### config.mk
export PLATFORM = sky130hd
export DESIGN_NAME = fuzz_stim_player
export DESIGN_NICKNAME = d
export VERILOG_FILES = /design/src/rtl/fuzz_pkg.sv /design/src/rtl/fuzz_misr.sv /design/src/rtl/fuzz_stim_player.sv
export SDC_FILE = /design/constraint.sdc
export NUM_CORES = 1
export LEC_CHECK = 0
export BUFFER_PORTS_ARGS = -buffer_cell sky130_fd_sc_hd__buf_2
export CAP_MARGIN = 10
export CORE_AREA = 2 2 288 290
export CTS_BUF_LIST = sky130_fd_sc_hd__clkbuf_8
export CTS_CLUSTER_DIAMETER = 40
export CTS_CLUSTER_SIZE = 14
export DETAILED_ROUTE_END_ITERATION = 10
export DIE_AREA = 0 0 290 292
export GPL_ROUTABILITY_DRIVEN = 0
export HOLD_SLACK_MARGIN = 0.02
export SLEW_MARGIN = 20
export SYNTH_ARGS = -nofsm -noshare
export SYNTH_HDL_FRONTEND = slang
export SYNTH_HIERARCHICAL = 1
export SYNTH_SLANG_ARGS = --single-unit
### constraint.sdc
create_clock -name clk -period 2.6 [get_ports clk]
set_clock_uncertainty 0.1 [all_clocks]
set_input_delay 0.26 -clock clk [delete_from_list [all_inputs] [get_ports clk]]
set_output_delay 0.26 -clock clk [all_outputs]
set_load 0.01 [all_outputs]
### src/rtl/fuzz_pkg.sv
// Shared types and LFSR helper for the fuzz stimulus player.
package fuzz_pkg;

    typedef enum logic [2:0] {IDLE, ZERO, LOAD, APPLY, DONE} state_e;

    localparam int          LFSR_W    = 32;
    localparam logic [31:0] LFSR_TAPS = 32'h80200003;

    // One step of the 32-bit Galois LFSR.
    function automatic logic [LFSR_W-1:0] lfsr_next(input logic [LFSR_W-1:0] s);
        return (s >> 1) ^ (s[0] ? LFSR_TAPS : '0);
    endfunction

endpackage

### src/rtl/fuzz_misr.sv
// Rotate-and-xor MISR that compacts the DUT response into a signature.
module fuzz_misr #(
    parameter int OUT_W = 319
) (
    input  logic             clk,
    input  logic             rst_n,
    input  logic             clr,
    input  logic             en,
    input  logic [OUT_W-1:0] din,
    output logic [OUT_W-1:0] sig
);

    logic [OUT_W-1:0] sig_q;

    always_ff @(posedge clk or negedge rst_n) begin
        if (!rst_n) begin
            sig_q <= '0;
        end else if (clr) begin
            sig_q <= '0;
        end else if (en) begin
            sig_q <= {sig_q[OUT_W-2:0], sig_q[OUT_W-1]} ^ din;
        end
    end

    assign sig = sig_q;

endmodule

### src/rtl/fuzz_stim_player.sv
// Seeded pseudo-random stimulus player with MISR response compaction.
// Optional macro STROBE_OUT_EN adds a registered per-sample strobe (smp_valid/smp_data).
module fuzz_stim_player
    import fuzz_pkg::*;
#(
    parameter int IN_W    = 63,
    parameter int OUT_W   = 319,
    parameter int NUM_VEC = 21,
    parameter int HOLD    = 2,
    localparam int W      = (IN_W + 31) / 32,
    localparam int CW     = $clog2(NUM_VEC + 1)
) (
    input  logic             clk,
    input  logic             rst_n,
    input  logic             start,
    input  logic [31:0]      seed,
    output logic [IN_W-1:0]  dut_in,
    input  logic [OUT_W-1:0] dut_out,
    output logic             busy,
    output logic             done,
    output logic [CW-1:0]    vec_idx,
    output logic [OUT_W-1:0] signature
`ifdef STROBE_OUT_EN
    ,
    output logic             smp_valid,
    output logic [OUT_W-1:0] smp_data
`endif
);

    localparam int SW    = W * LFSR_W;
    localparam int CNT_M = (HOLD > W) ? HOLD : W;
    localparam int CNTW  = $clog2(CNT_M + 1);

    state_e            state_q, state_d;
    logic [CNTW-1:0]   cnt_q, cnt_d;
    logic [LFSR_W-1:0] lfsr_q, lfsr_d;
    logic [SW-1:0]     shift_q, shift_d;
    logic [IN_W-1:0]   din_q, din_d;
    logic [CW-1:0]     vidx_q, vidx_d;
    logic              busy_q, busy_d;
    logic              done_q, done_d;
    logic              misr_clr, sample;
    logic [LFSR_W-1:0] word;
    logic [SW-1:0]     shift_nx;

    // First word loaded ends up in the most significant slot.
    assign word     = lfsr_next(lfsr_q);
    assign shift_nx = SW'({shift_q, word});

    always_comb begin
        state_d  = state_q;
        cnt_d    = cnt_q;
        lfsr_d   = lfsr_q;
        shift_d  = shift_q;
        din_d    = din_q;
        vidx_d   = vidx_q;
        busy_d   = busy_q;
        done_d   = done_q;
        misr_clr = 1'b0;
        sample   = 1'b0;

        case (state_q)
            IDLE, DONE: begin
                if (state_q == DONE) begin
                    busy_d = 1'b0;
                    done_d = 1'b1;
                end
                if (start && !busy_q) begin
                    misr_clr = 1'b1;
                    lfsr_d   = (seed == '0) ? 32'h1 : seed;
                    din_d    = '0;
                    vidx_d   = '0;
                    busy_d   = 1'b1;
                    done_d   = 1'b0;
                    cnt_d    = '0;
                    state_d  = ZERO;
                end
            end
            ZERO: begin
                if (cnt_q == CNTW'(HOLD - 1)) begin
                    sample  = 1'b1;
                    cnt_d   = '0;
                    state_d = LOAD;
                end else begin
                    cnt_d = cnt_q + 1'b1;
                end
            end
            LOAD: begin
                shift_d = shift_nx;
                lfsr_d  = word;
                if (cnt_q == CNTW'(W - 1)) begin
                    din_d   = shift_nx[IN_W-1:0];
                    vidx_d  = vidx_q + 1'b1;
                    cnt_d   = '0;
                    state_d = APPLY;
                end else begin
                    cnt_d = cnt_q + 1'b1;
                end
            end
            APPLY: begin
                if (cnt_q == CNTW'(HOLD - 1)) begin
                    sample  = 1'b1;
                    cnt_d   = '0;
                    state_d = (vidx_q == CW'(NUM_VEC)) ? DONE : LOAD;
                end else begin
                    cnt_d = cnt_q + 1'b1;
                end
            end
            default: state_d = IDLE;
        endcase
    end

    always_ff @(posedge clk or negedge rst_n) begin
        if (!rst_n) begin
            state_q <= IDLE;
            cnt_q   <= '0;
            lfsr_q  <= 32'h1;
            shift_q <= '0;
            din_q   <= '0;
            vidx_q  <= '0;
            busy_q  <= 1'b0;
            done_q  <= 1'b0;
        end else begin
            state_q <= state_d;
            cnt_q   <= cnt_d;
            lfsr_q  <= lfsr_d;
            shift_q <= shift_d;
            din_q   <= din_d;
            vidx_q  <= vidx_d;
            busy_q  <= busy_d;
            done_q  <= done_d;
        end
    end

    fuzz_misr #(.OUT_W(OUT_W)) u_misr (
        .clk   (clk),
        .rst_n (rst_n),
        .clr   (misr_clr),
        .en    (sample),
        .din   (dut_out),
        .sig   (signature)
    );

`ifdef STROBE_OUT_EN
    logic             smp_valid_q;
    logic [OUT_W-1:0] smp_data_q;

    always_ff @(posedge clk or negedge rst_n) begin
        if (!rst_n) begin
            smp_valid_q <= 1'b0;
            smp_data_q  <= '0;
        end else begin
            smp_valid_q <= sample;
            if (sample) smp_data_q <= dut_out;
        end
    end

    assign smp_valid = smp_valid_q;
    assign smp_data  = smp_data_q;
`endif

    assign dut_in  = din_q;
    assign busy    = busy_q;
    assign done    = done_q;
    assign vec_idx = vidx_q;

endmodule

==> results of run 1 <==
-- synthesized netlist by cell type, drive strengths merged --
| cell | count | share of area |
|---|---|---|
| o311a | 1 | 0.00048 |
| clkbuf | 34 | 0.0062 |
| nor2b | 3 | 0.00091 |
| xnor2 | 322 | 0.14 |
| nand4 | 5 | 0.0015 |
| or3 | 1 | 0.00030 |
| dfrtp | 456 | 0.55 |
| a22oi | 5 | 0.0018 |
| nor4 | 8 | 0.0024 |
| nand2b | 1 | 0.00030 |
| xor2 | 3 | 0.0013 |
| nor3b | 2 | 0.00097 |
| dfstp | 1 | 0.0013 |
| o21bai | 1 | 0.00036 |
| a211oi | 320 | 0.12 |
| mux2i | 2 | 0.00097 |
| buf | 112 | 0.037 |
| nand3 | 93 | 0.023 |
| clkinv | 1 | 0.00079 |
| o21ai | 10 | 0.0024 |
| nor2 | 330 | 0.060 |
| a221o | 2 | 0.00097 |
| or3b | 1 | 0.00042 |
| ha | 2 | 0.0012 |
| and2 | 2 | 0.00061 |
| nand2 | 270 | 0.049 |
| a21o | 2 | 0.00073 |
| inv | 1 | 0.00018 |
| a21oi | 3 | 0.00073 |
-- routing by layer --
metal / routed length (µm) / part of all wire / vias up
met2: 35200 / 0.47 / 783
li1: - / - / 9009
met4: 3370 / 0.046 / 0
met5: 0 / 0 / -
met3: 4440 / 0.060 / 214
met1: 31100 / 0.42 / 9081
-- logic make-up after synthesis --
logic type      count (synthesis)  share of synthesized area
simple gates                  716                      0.139
flops                         457                      0.553
compound gates                344                      0.124
xor+xnor                      325                      0.138
buf+inv                       148                     0.0442
mux                             2                   0.000968
fa+ha+maj                       2                    0.00121
-- path summary, 6_finish.rpt --
check	cells after the start	slack, ns	start	endpoint
worst max-delay path	4	0.26	rst_n	u_misr/sig[316]$_DFFE_PN0P_
worst min-delay path	4	0.27	seed[9]	lfsr_q[9]$_DFFE_PN0P_
worst max register to register	6	0.29	state_q[0]$_DFFE_PN0P_	lfsr_q[26]$_DFFE_PN0P_
worst min register to register	2	0.36	shift_q[16]$_DFFE_PN0P_	dut_in[48]$_DFFE_PN0P_
max in group clk	6	0.29	state_q[0]$_DFFE_PN0P_	lfsr_q[26]$_DFFE_PN0P_
min in group asynchronous	3	0.58	rst_n	dut_in[8]$_DFFE_PN0P_
-- critical path, stage by stage --
cell	delay [ns]
dlygate4sd3_1	0.52
dlygate4sd3_1	0.58
buf_8	0.43
dlygate4sd3_1	1.14
-- area by class of cell --
cell class	instances	area [µm²]
fillers	7917	50500
multi-input cells	1389	8340
repair buffers	1152	7920
clock buffers	94	1290
well taps	1070	1340
clock inverters	60	696
flip-flops and latches	457	11400
diodes	3	7.51
inverters	2	20.0
-- power by group through the flow --
stage / Sequential [mW] / Combinational (mW) / Clock, mW
final: 14.0 / 16.4 / 8.11
after global routing: 14.5 / 17.9 / 8.72
after CTS: 14.0 / 16.3 / 8.41
after detailed placement: 14.1 / 15.8 / 0
after global placement: 14.0 / 15.6 / 0
after floorplan: 14.5 / 9.02 / 0
-- through the flow --
stage,utilization,std cells
finish,0.381,4227
global placement,0.313,3715
global route,0.381,4225
CTS,0.380,4224
floorplan,-,1994
detailed placement,0.313,3715
-- sequential cells by signal (all words and copies together) (netlist names) --
| name | flops |
|---|---|
| dut_in | 63 |
| shift_q | 31 |
| lfsr_q | 32 |
| u_misr/sig | 319 |
| cnt_q | 2 |
| state_q | 3 |
| vec_idx | 5 |
| busy | 1 |
| done | 1 |
-- repair_timing --
item                                   in CTS  in global routing
resized for setup                           0                  0
endpoints found under the hold margin     797                  0
hold buffers                              355                  0
setup endpoints to repair                   0                  0
==> results.json, run 1 <==
{
  "drv_cap": 0,
  "wl_per_cell_um": 17.5,
  "drt-total-wl_um": 74100,
  "dpl_cell_area_um2": 25500,
  "start_kind": "input pin",
  "post-place-ws_ns": 0.321,
  "use_met2": 0.273,
  "pwr-share-comb": 0.426,
  "worst_slew_pin_slew_ns": 1.06,
  "min_period_over_period": 0.899,
  "drtIter0Drc": 1080,
  "vias_per_cell": 4.52,
  "setup_viol": 0,
  "ir_drop_mv": 0.584,
  "rsz0062_at_grt": "no",
  "p_leak_nw": 13.8,
  "grt_max_degree": 132,
  "fin_total_pwr_mw": 38.5,
  "final_common_cell": "buf_2",
  "met3_usage": 0.0355,
  "required_ns": 3.22,
  "layout_common_cells": "741 x buf_2, 456 x dfrtp_1, 355 x dlygate4sd3_1",
  "maxSlewViolCount": 0,
  "grt_pass1_vias": 19300,
  "htree_num_levels": 3,
  "end_kind": "async pin",
  "areaGrowthSynthToFinish_pct": 50.2,
  "ys_ff_latch": 457,
  "p_clk_frac": 0.211,
  "crit_fanout": 48,
  "final_cell_area_um2": 31000,
  "hold_path_class": "in2reg",
  "cts_buffers": 83,
  "synthesis.nets": 2350,
  "grt_pass1_wl_um": 113000,
  "setup_ws_ns": 0.261,
  "p_sw_mw": 16.0,
  "track_usage": 0.169,
  "slew_headroom": 0.295,
  "io_pins": 743,
  "hold_viol_final": 0,
  "overflow": 0,
  "cellInternalPower_mw": 22.5,
  "synth_cell_types": 34,
  "syn_area_per_cell_um2": 10.4,
  "die-height_um": 292,
  "cts_sinks": 457,
  "layout.nets": 3441,
  "core_area_um2": 81600,
  "chipWidth_um": 290,
  "status": "finished, final reports clean",
  "yosysWarnings": 6,
  "synth-seq-area-share": 0.553,
  "hpwl_um": 50700,
  "p_per_area_nw_per_um2": 1240,
  "power_frac_seq": 0.364,
  "clock_latency_ns": 0.68,
  "met1_usage": 0.212,
  "synth_area_um2": 20700,
  "antenna_found_initial": 2,
  "drt_first_pass_iters": 6,
  "synthCells": 1994,
  "clock.fmax_mhz": 428,
  "layout_min_cycle_time_ns": 2.34,
  "cts_setup_buffers": 0,
  "antenna_left": 0,
  "switching_share": 0.415,
  "crit_type": "in2async",
  "drcViolationCount": 0,
  "die_area_um2": 84700,
  "cts_root_buffer": "clkbuf_8",
  "arrival_ns": 2.96,
  "row_count": 105,
  "drive_gt1_frac": 0.302,
  "cts.clk_slew.worst_paths_ns": 0.07,
  "cts_tree": "built",
  "start_util": 0.253,
  "io_buffers": 742,
  "final.setup.tns_ns": 0,
  "grt-busiest-layer": "met2",
  "fin_hold_ws_ns": 0.269,
  "num_vias": 19100,
  "clk_path_buf_depth": 3
}
No activity file was read; power rests on OpenSTA's default activity.
==> run 2: changes to the inputs <==
==> constraint.sdc (replaced) <==
create_clock -name clk -period 2.95 [get_ports clk]
set_clock_uncertainty 0.1 [all_clocks]
set_input_delay 0.295 -clock clk [delete_from_list [all_inputs] [get_ports clk]]
set_output_delay 0.295 -clock clk [all_outputs]
set_load 0.01 [all_outputs]
==> run 2 against run 1 <==
  * Cell area shrank 0.11%
  * Critical path type is now reg2reg
  * Critical path depth grew 1
  * Non-clock buffer count shrank 6
  * Critical endpoint is now lfsr_q[0]$_DFFE_PN1P_
  * Register-to-register slack gained 0.04 ns
  * Cell count shrank 0.38%
  * Largest power group unchanged
  * Core utilization is essentially flat
  * Wire length shrank 0.21%
==> results.json, run 2 (synthesis gave the netlist of run 1 again) <==
{
  "drcViolationCount": 0,
  "antenna_found_initial": 5,
  "ir_drop_mv": 0.681,
  "post-place-ws_ns": 0.521,
  "required_ns": 3.46,
  "cts_buffers": 78,
  "drt_first_pass_iters": 5,
  "row_count": 105,
  "htree_num_levels": 3,
  "hold_path_class": "in2async",
  "register_area_um2": 11400,
  "dp_cells": 3711,
  "crit_type": "reg2reg",
  "hold_viol_final": 0,
  "areaGrowthSynthToFinish_pct": 50.0,
  "p_clk_frac": 0.212,
  "p_per_area_nw_per_um2": 1090,
  "crit_fanout": 70,
  "cts_sinks": 457,
  "end_kind": "register",
  "antenna_left": 0,
  "worst_slew_pin_slew_ns": 0.992,
  "maxSlewViolCount": 0,
  "grt_pass1_vias": 19600,
  "arrival_ns": 3.14,
  "drive_gt1_frac": 0.299,
  "rsz0062_at_grt": "no",
  "setup_viol": 0,
  "grt-busiest-layer": "met2",
  "io_pins": 743,
  "die-height_um": 292,
  "clk_path_buf_depth": 3,
  "use_met2": 0.279,
  "start_util": 0.253,
  "power_frac_seq": 0.363,
  "layout_common_cells": "741 x buf_2, 456 x dfrtp_1, 353 x dlygate4sd3_1",
  "clock.fmax_mhz": 381,
  "multi_input_area_um2": 8350,
  "met1_usage": 0.213,
  "status": "finished, final reports clean",
  "core_area_um2": 81600,
  "drv_cap": 0,
  "p_leak_nw": 13.7,
  "wl_per_cell_um": 17.6,
  "grt_max_degree": 152,
  "pwr-share-comb": 0.425,
  "cellInternalPower_mw": 19.9,
  "p_sw_mw": 14.0,
  "grt_pass1_wl_um": 115000,
  "fillers": 7948,
  "final_common_cell": "buf_2",
  "die_area_um2": 84700,
  "cts_setup_buffers": 0,
  "layout_min_cycle_time_ns": 2.62,
  "cts_root_buffer": "clkbuf_8",
  "hpwl_um": 50600,
  "cts_tree": "built",
  "final.setup.tns_ns": 0,
  "vias_per_cell": 4.51,
  "cts.clk_slew.worst_paths_ns": 0.07,
  "drtIter0Drc": 1204,
  "io_buffers": 742,
  "largest_reg_flops": 319,
  "instances_no_fill": 4211,
  "overflow": 0,
  "fin_hold_ws_ns": 0.0120,
  "met3_usage": 0.0344,
  "slew_headroom": 0.334,
  "num_vias": 19000,
  "track_usage": 0.171,
  "min_period_over_period": 0.889,
  "clock_latency_ns": 0.69,
  "switching_share": 0.413,
  "setup_ws_ns": 0.326,
  "drt-total-wl_um": 74000,
  "layout.nets": 3430,
  "chipWidth_um": 290,
  "start_kind": "register"
}
-- run 2: changes by cell type in the layout (fill, tap and decap cells not counted), sizes merged --
| cell | change |
|---|---|
| dlygate4sd3 | -2 |
| clkinvlp | +3 |
| inv | -5 |
| clkbuf | -12 |
| diode | -2 |
| buf | -4 |
| bufinv | +5 |
| clkinv | +1 |
-- run 2: repair_timing --
item | CTS | global route
setup endpoints to repair | 0 | 1
resized for setup | 0 | 1
hold buffers | 353 | 0
endpoints found under the hold margin | 437 | 0
-- run 2: path summary, 6_finish.rpt --
kind	slack, ns	from	end	cells past startpoint
worst max-delay path	0.33	busy$_DFFE_PN0P_	lfsr_q[0]$_DFFE_PN1P_	5
worst min-delay path	0.01	rst_n	dut_in[49]$_DFFE_PN0P_	2
worst max register to register	0.33	busy$_DFFE_PN0P_	lfsr_q[0]$_DFFE_PN1P_	5
min in group clk	0.26	dut_out[305]	u_misr/sig[305]$_DFFE_PN0P_	3
worst min register to register	0.33	shift_q[18]$_DFFE_PN0P_	dut_in[50]$_DFFE_PN0P_	2
max in group asynchronous	1.67	rst_n	u_misr/sig[47]$_DFFE_PN0P_	3
-- run 2: power groups by stage --
stage	combinational, mW	clock, mW	sequential, mW
after floorplan	7.95	0	12.8
after global placement	13.7	0	12.3
after detailed placement	13.9	0	12.4
after CTS	14.4	7.42	12.3
after global routing	15.8	7.71	12.7
final	14.4	7.21	12.3
-- run 2: final cells by class --
| type | instances | share of cell area |
|---|---|---|
| tap | 1070 | 0.0432 |
| inverter | 2 | 0.000645 |
| antenna | 1 | 0.0000807 |
| clock inverter | 64 | 0.0274 |
| timing repair buffer | 1146 | 0.254 |
| multi-input combinational | 1389 | 0.269 |
| clock buffer | 82 | 0.0364 |
| sequential | 457 | 0.369 |
-- run 2: through the flow --
| step | area, µm² | util | total power, mW |
|---|---|---|---|
| 4_1_cts | 31000 | 0.380 | 34.1 |
| 3_5_place_dp | 25500 | 0.312 | 26.3 |
| 2_1_floorplan | 20700 | - | 20.7 |
| 5_1_grt | 31000 | 0.380 | 36.2 |
| 3_3_place_gp | 25500 | 0.312 | 26.0 |
| 6_report | 31000 | 0.380 | 34.0 |
-- run 2: worst max-delay path, stage by stage (launching register included) --
cell and delay (ns):
dfrtp_1 0.39, nand2b_1 0.17, or3_2 0.50, buf_4 0.39, o311a_1 0.43, dlygate4sd3_1 0.56
-- run 2: metal layers --
layer | share of wire | wire [µm]
met2 | 0.48 | 35400
met1 | 0.42 | 31000
met3 | 0.059 | 4390
met5 | 0 | 0
met4 | 0.044 | 3240
==> run 3: changes to the inputs <==
--- a/config.mk
+++ b/config.mk
@@ -7,12 +7,12 @@
 export LEC_CHECK = 0
 export BUFFER_PORTS_ARGS = -buffer_cell sky130_fd_sc_hd__buf_2
 export CAP_MARGIN = 10
-export CORE_AREA = 2 2 288 290
+export CORE_AREA = 2 2 291 293
 export CTS_BUF_LIST = sky130_fd_sc_hd__clkbuf_8
 export CTS_CLUSTER_DIAMETER = 40
 export CTS_CLUSTER_SIZE = 14
 export DETAILED_ROUTE_END_ITERATION = 10
-export DIE_AREA = 0 0 290 292
+export DIE_AREA = 0 0 293 295
 export GPL_ROUTABILITY_DRIVEN = 0
 export HOLD_SLACK_MARGIN = 0.02
 export SLEW_MARGIN = 20
==> run 3 against run 2 <==
  * Setup slack got worse by 0.041 ns
  * Die area increased by 2.1%
  * Sequential cell count unchanged
  * Critical path type unchanged
  * Core utilization decreased by 0.81 points
  * Cell count increased by 0.14%
==> results.json, run 3 (synthesis gave the netlist of run 1 again) <==
{
  "cts_tree": "built",
  "drive_gt1_frac": 0.298,
  "clk_path_buf_depth": 3,
  "drt-total-wl_um": 72900,
  "maxSlewViolCount": 0,
  "grt_max_degree": 138,
  "grt_pass1_wl_um": 109000,
  "drv_cap": 0,
  "cts_setup_buffers": 0,
  "drcViolationCount": 0,
  "final_cell_area_um2": 30900,
  "core_area_um2": 83200,
  "multi_input_area_um2": 8350,
  "rrSetupSlack_ns": 0.29,
  "track_usage": 0.160,
  "p_leak_nw": 13.7,
  "num_vias": 18900,
  "chipWidth_um": 293,
  "start_util": 0.249,
  "io_buffers": 742,
  "dp_cells": 3714,
  "start_kind": "register",
  "antenna_found_initial": 4,
  "cts.clk_slew.worst_paths_ns": 0.07,
  "instances_no_fill": 4217,
  "wl_per_cell_um": 17.3,
  "layout_common_cells": "741 x buf_2, 456 x dfrtp_1, 353 x dlygate4sd3_1",
  "worst_slew_pin_slew_ns": 0.980,
  "drt_first_pass_iters": 5,
  "ir_drop_mv": 0.563,
  "layout_min_cycle_time_ns": 2.66,
  "cts_buffers": 80,
  "row_count": 106,
  "areaGrowthSynthToFinish_pct": 49.6,
  "final_common_cell": "buf_2",
  "fin_hold_ws_ns": 0.0969,
  "register_area_um2": 11400,
  "vias_per_cell": 4.48,
  "die-height_um": 295,
  "io_pins": 743,
  "clock_latency_ns": 0.68,
  "slew_headroom": 0.342,
  "reg2reg_to": "lfsr_q[0]$_DFFE_PN1P_",
  "p_per_area_nw_per_um2": 1090,
  "reg2regPathDepth": 5,
  "overflow": 0,
  "status": "finished, final reports clean",
  "htree_num_levels": 3,
  "layout.nets": 3425,
  "drtIter0Drc": 1026,
  "cts_sinks": 457,
  "crit_fanout": 70,
  "hpwl_um": 50000,
  "hold_viol_final": 0,
  "hold_path_class": "in2async",
  "die_area_um2": 86400,
  "antenna_left": 0,
  "rsz0062_at_grt": "no",
  "grt_pass1_vias": 18900,
  "min_period_over_period": 0.903,
  "reg2reg_from": "busy$_DFFE_PN0P_",
  "setup_viol": 0,
  "dpl_cell_area_um2": 25400,
  "cts_root_buffer": "clkbuf_8",
  "final.setup.tns_ns": 0,
  "end_kind": "register",
  "fin_total_pwr_mw": 33.6,
  "arrival_ns": 3.16,
  "required_ns": 3.45,
  "clock.fmax_mhz": 375,
  "fillers": 8087,
  "crit_type": "reg2reg",
  "largest_reg_flops": 319
}
[run 3: cell types whose count changed in the layout (fill, tap and decap cells not counted), sizes merged, moves of 4 or more]
cell / change
inv: +7
bufinv: -4
buf: -7
clkinv: -10
clkbuf: +10
[run 3: timing repair]
| action | 4_1_cts | 5_1_grt |
|---|---|---|
| setup endpoints to repair | 0 | 1 |
| resized for setup | 0 | 1 |
| endpoints found under the hold margin | 674 | 0 |
| hold buffers | 353 | 0 |
[run 3: metrics by stage]
step / util / setup WS [ns]
2_1_floorplan: - / 0.881
3_3_place_gp: 0.306 / 0.694
3_5_place_dp: 0.306 / 0.658
4_1_cts: 0.372 / 0.178
5_1_grt: 0.372 / 0.170
6_report: 0.372 / 0.286
[run 3: critical path, stage by stage, from the launching register on]
cell           delay [ns]
dfrtp_1              0.40
nand2b_1             0.18
or3_2                0.50
buf_4                0.39
o311a_1              0.44
dlygate4sd3_1        0.56
[run 3: final cells by class]
type,instances,share of cell area
flip-flops and latches,457,0.370
multi-input cells,1389,0.270
repair buffers,1139,0.253
well taps,1080,0.0437
clock buffers,92,0.0409
clock inverters,56,0.0222
inverters,2,0.000647
diodes,2,0.000162
[run 3: worst max path at each step]
stage | start | to | slack (ns) | cells past startpoint
6_report | busy$_DFFE_PN0P_ | lfsr_q[0]$_DFFE_PN1P_ | 0.29 | 5
5_1_grt | busy$_DFFE_PN0P_ | lfsr_q[0]$_DFFE_PN1P_ | 0.17 | 8
4_1_cts | busy$_DFFE_PN0P_ | lfsr_q[0]$_DFFE_PN1P_ | 0.18 | 8
3_5_place_dp | busy$_DFFE_PN0P_ | u_misr/sig[227]$_DFFE_PN0P_ | 0.66 | 6
3_3_place_gp | busy$_DFFE_PN0P_ | u_misr/sig[227]$_DFFE_PN0P_ | 0.69 | 6
2_1_floorplan | busy$_DFFE_PN0P_ | u_misr/sig[305]$_DFFE_PN0P_ | 0.88 | 8
[run 3: power breakdown]
group / total (mW) / switching [mW] / leakage [nW] / internal, mW
clock: 7.10 / 3.06 / 1.01 / 4.04
combinational: 14.3 / 7.86 / 7.41 / 6.40
sequential: 12.3 / 2.97 / 5.29 / 9.30
total: 33.6 / 13.9 / 13.7 / 19.7
[run 3: per-layer routing]
layer / global-route usage / wire (µm)
met1: 0.195 / 29500
met2: 0.263 / 34900
met3: 0.0401 / 4980
met4: 0.0818 / 3500
met5: 0 / 0
